### src/rtl/pipe_skid_reg.sv
// Pipeline register stage with valid/ready handshake on both sides, a one-entry
// skid buffer and synchronous flush; in_ready/out_valid come straight from flops.
module pipe_skid_reg #(
    parameter int unsigned            WIDTH     = 32,
    parameter logic [WIDTH-1:0]       RESET_VAL = '0
) (
    input  logic             clk,
    input  logic             reset,
    input  logic             flush,
    input  logic             in_valid,
    output logic             in_ready,
    input  logic [WIDTH-1:0] in_data,
    output logic             out_valid,
    input  logic             out_ready,
    output logic [WIDTH-1:0] out_data,
    output logic [1:0]       occupancy
);

    typedef enum logic [1:0] {
        EMPTY = 2'd0,
        BUSY  = 2'd1,
        FULL  = 2'd2
    } state_e;

    state_e           state_q, state_d;
    logic [WIDTH-1:0] main_q, main_d;
    logic [WIDTH-1:0] skid_q, skid_d;
    logic             in_ready_q, in_ready_d;
    logic             out_valid_q, out_valid_d;
    logic [1:0]       occ_q, occ_d;
    logic             in_xfer, out_xfer;

    always_comb begin
        state_d  = state_q;
        main_d   = main_q;
        skid_d   = skid_q;
        in_xfer  = in_valid && in_ready_q;
        out_xfer = out_valid_q && out_ready;

        if (flush) begin
            // Entries are discarded, data registers keep their contents.
            state_d = EMPTY;
        end else begin
            case (state_q)
                EMPTY: begin
                    if (in_xfer) begin
                        main_d  = in_data;
                        state_d = BUSY;
                    end
                end
                BUSY: begin
                    if (in_xfer && out_xfer) begin
                        main_d = in_data;
                    end else if (in_xfer) begin
                        skid_d  = in_data;
                        state_d = FULL;
                    end else if (out_xfer) begin
                        state_d = EMPTY;
                    end
                end
                FULL: begin
                    if (out_xfer) begin
                        main_d  = skid_q;
                        state_d = BUSY;
                    end
                end
                default: state_d = EMPTY;
            endcase
        end

        // Handshake outputs are decoded from the next state and registered.
        in_ready_d  = (state_d != FULL);
        out_valid_d = (state_d != EMPTY);
        case (state_d)
            BUSY:    occ_d = 2'd1;
            FULL:    occ_d = 2'd2;
            default: occ_d = 2'd0;
        endcase
    end

    always_ff @(posedge clk) begin
        if (reset) begin
            state_q     <= EMPTY;
            main_q      <= RESET_VAL;
            skid_q      <= RESET_VAL;
            in_ready_q  <= 1'b1;
            out_valid_q <= 1'b0;
            occ_q       <= 2'd0;
        end else begin
            state_q     <= state_d;
            main_q      <= main_d;
            skid_q      <= skid_d;
            in_ready_q  <= in_ready_d;
            out_valid_q <= out_valid_d;
            occ_q       <= occ_d;
        end
    end

    assign in_ready  = in_ready_q;
    assign out_valid = out_valid_q;
    assign out_data  = main_q;
    assign occupancy = occ_q;

endmodule

### config.mk
export PLATFORM = sky130hd
export DESIGN_NAME = pipe_skid_reg
export DESIGN_NICKNAME = d
export VERILOG_FILES = /design/src/rtl/pipe_skid_reg.sv
export SDC_FILE = /design/constraint.sdc
export NUM_CORES = 1
export LEC_CHECK = 0
export CAP_MARGIN = 20
export CORE_ASPECT_RATIO = 1.4
export CORE_UTILIZATION = 37
export DETAILED_ROUTE_END_ITERATION = 8
export PLACE_DENSITY_LB_ADDON = 0.15
export REMOVE_ABC_BUFFERS = 1
export SETUP_SLACK_MARGIN = 0.05
export SLEW_MARGIN = 20
export SYNTH_ARGS = -nofsm -noshare
export SYNTH_HDL_FRONTEND = slang
export SYNTH_SLANG_ARGS = --single-unit
### constraint.sdc
create_clock -name clk -period 4.4 [get_ports clk]
set_input_delay 0.66 -clock clk [delete_from_list [all_inputs] [get_ports clk]]
set_output_delay 0.66 -clock clk [all_outputs]
set_load 0.01 [all_outputs]
# ---- Yosys cells after proc, flatten, opt, wreduce, memory -nomap -nowiden
# Index checks and enable logic that the tools add are counted.
dict set report word_totals {
  input_bits 37
  regBits 70
  wordCells 36
  output_inout_bits 36
}
dict set report op_classes {
  n_reduce_logical 8
  mux 12
  bitwise 2
  n_eq_ne 8
}
# op count
set op_table {}
lappend op_table {{2-to-1 mux 32 bit} 3}
lappend op_table {{case mux 32 bit (3 select lines)} 1}
lappend op_table {{2-to-1 mux 2 bit} 6}
lappend op_table {{!= test 2 bit (second input constant)} 4}
lappend op_table {{case mux 2 bit (3 select lines)} 1}
lappend op_table {{AND reduction 5 bit} 1}
lappend op_table {{== test 2 x 1 -> 1 bit (second input constant)} 2}
lappend op_table {{== test 2 bit (second input constant)} 2}
lappend op_table {{case mux 2 bit (2 select lines)} 1}
lappend op_table {{AND reduction 4 bit} 1}
lappend op_table {{logical AND 1 bit} 3}
lappend op_table {{nonzero test 3 bit} 1}
lappend op_table {{logical NOT 2 bit} 1}
lappend op_table {{NOT 1 bit} 2}
lappend op_table {{nonzero test 2 bit} 1}

# ---- Depth between registers and ports, before layout
dict set report depth {
  depth_word 8
  mapped_depth 5
  mapped_depth_nobuf 3
}

# ---- Least setup slack after synthesis
# OpenSTA, ideal clock, no wires.
dict set report synth_path {
  path_type {input port to flip-flop}
  startpoint {input port flush}
  endpoint {register main_q[0], in the netlist out_data[0]}
  path_slack_ns 2.741
  n_path_buf 2
  t_required_ns 4.254
  setup_ns 0.146
  stages 5
  t_arrival_ns 1.513
  path_cell_list {and4b_1 -> buf_2 -> buf_2 -> a221oi_1 -> a211oi_2}
}
dict set report synth_via {
  elab_chain_cells 2
}
# item line_no
set synth_lines {}
lappend synth_lines {{from (decl)} 9} ;# input logic flush,
lappend synth_lines {{NOT 1 bit (no line)} -}
lappend synth_lines {{AND reduction 5 bit (no line)} -}
lappend synth_lines {{to (signal assigned)} 91} ;# main_q <= main_d;
lappend synth_lines {{to (decl)} 26} ;# logic [WIDTH-1:0] main_q, main_d;
# No other way between the ends.
# A chain may end at the register's enable or synchronous reset.

# ---- Final worst setup path
dict set report layout_path {
  startpoint {input port flush}
  endpoint {register main_q[22], in the netlist out_data[22]}
}
# The elaborated chain is that of the path after synthesis.

==> impl_metrics.toml <==
[drt]
drcViolationCount = 0
dr.max_layer_used = "met4"
viasPerCell = 5.91
ant_nets = 0
wl_met1_mm = 4.13
wl_per_cell_um = 18.4
wl_met3_um = 370
drt-pass1-iter-count = 4
wirelength_mm = 8.90
vias = 2856
met2_length_mm = 4.26
drt-initial-drc-count = 259

[yosys]
ys.flop_type = "dfxtp_1"
yosysWarnings = 0
ys_ff_latch = 70
synthCells = 327
syn_avg_cell_area_um2 = 10.1
synth.largest_area_cell = "dfxtp_1"
synth_seq_area_share = 0.426
async_flop_share = 0
synth_area_um2 = 3290
synth-edff-count = 0
synth_area_leaders = "dfxtp_1 (43%), a211oi_2 (11%), mux2i_1 (9.7%)"
ys_types = 31
synth_top_cell_area_share = 0.426

[global_routing]
grt_overflow_total = 0
antenna_found_initial = 0
grt_pass1_wl_mm = 14.0
grt_pass1_vias = 2714
grt_max_degree = 54
grt.total_usage = 0.200

[critical_path]
regToRegSetupSlack_ps = 2210
worst-setup-path-type = "input port to register"
critPathSlowestCell = "and4bb_2"
arrival_ps = 2880
crit_chain = "clkdlybuf4s50_1 -> and4bb_2 -> buf_4 -> a221oi_1 -> a211oi_2"
cp_max_fo = 37
required_ps = 4640
slowest_delay_ps = 810
end_kind = "register"
crit_path_start_kind = "input port"
r2r_cells = 4

[die]
num_rows = 40
start_util = 0.382
core-area_um2 = 8610
dieArea_um2 = 9280
fp.dieH_um = 114
die_x_um = 81.7
io_pins = 73

[timing]
worst_pin_slew_ps = 1050
drv_slew = 0
setup-violations-final = 0
fmax_ghz = 0.379
clock_skew_ps = 4.77
max_slew_margin = 0.299
rsz0062_at_grt = "no"
final.setup.tns_ps = 0
fin_crit_ps = 2640
layout_setup_ws_ps = 1760
min_period_over_period = 0.600
hold_viol = 0

[clock_tree]
cts_tree = "built"
postCtsSetupBuffers = 0
cts_max_path_buffers = 2
clkSinkCount = 70
clkTransAtPathRegs_ps = 50
clk_latency_ps = 330
root_buffer = "clkbuf_16"
cts_buffers = 9
htreeDepth = 3
postCtsHoldBufs = 0
ctsResizeCount = 0

[min_path]
hold_depth = 2
hp-class = "register to register"

[cells_and_area]
final_common_cell = "clkdlybuf4s50_1"
nFillCells = 841
antenna_cells = 0
syn2layout_area_growth_pct = 28.8
fin_cells = 483
drive_above_1_share = 0.146
final_cell_mix = "clkdlybuf4s50_1 (71), dfxtp_1 (70), a21oi_1 (35)"
final_area_um2 = 4240
nets = 411

[placement]
io_buffers = 72
placed_cell_area_um2 = 3970
hpwl_mm = 4.95
gp_congestion = 0.716
dp.cells = 468
pre_cts_slack_ps = 1480

[flow_run]
maxCapViolations = 0

[run_status]
status = "finished clean"

[power]
powerDensity_nw_per_um2 = 371
p_leak_uw = 0.00156
peakVddDrop_mv = 0.229
routing by layer:
| metal | global-route usage | vias up |
|---|---|---|
| met5 | 0 | - |
| met4 | 0.0901 | 0 |
| met3 | 0.0392 | 10 |
| met2 | 0.306 | 70 |
| met1 | 0.268 | 1416 |
| li1 | - | 1360 |
report_power, final:
group / internal [uW] / total (uW) / switching (uW)
Clock: 409 / 660 / 251
Combinational: 114 / 234 / 120
Sequential: 662 / 679 / 17.1
Total: 1180 / 1570 / 388
cell usage after synthesis (2+ instances only):
cell,n
dfxtp_1,70
a21oi_1,35
mux2i_1,32
nand3_1,32
a221oi_1,31
a211oi_2,30
o21ai_0,24
clkbuf_1,18
buf_2,16
o21ai_1,8
buf_6,7
a211oi_1,4
nor3_1,2
per-stage QoR:
| stage | hold slack (ps) | util | power, uW |
|---|---|---|---|
| after floorplan | 447 | - | 798 |
| after global placement | 459 | 0.460 | 925 |
| after detailed placement | 468 | 0.461 | 927 |
| after CTS | 475 | 0.492 | 1590 |
| after global routing | 498 | 0.492 | 1640 |
| final | 475 | 0.492 | 1570 |
layout make-up:
cell class,instances,area [um^2],area share
inverters,1,3.75,0.000885
clock buffers,14,264,0.0623
well taps,105,131,0.0310
clock inverters,1,5.00,0.00118
multi-input cells,214,1670,0.394
flip-flops and latches,70,1400,0.331
repair buffers,78,763,0.180
critical path, delay by kind of cell:
kind,cells,cell delay [ps]
and+or+nand+nor,1,810
AOI/OAI and AO/OA,2,400
buffers and inverters,2,990
flip-flops by register name, summed over array words and instances, names as in the netlist:
register	flops
occupancy	2
skid_q	32
out_valid	1
in_ready	1
out_data	32
state_q	2
final timing paths:
kind,startpoint,to
min,skid_q[18],skid_q[18]
min reg2reg,skid_q[18],skid_q[18]
max reg2reg,state_q[1],out_data[22]
max,flush,out_data[22]
cell families (layout without fill, tap and decap cells):
logic type      Yosys count  in the layout  share of synthesized area
compound gates          139            139                      0.331
buf+inv                  43             94                     0.0722
flops                    70             70                      0.426
mux                      32             32                     0.0973
simple gates             43             43                     0.0734
(Power assumes the default switching activity.)
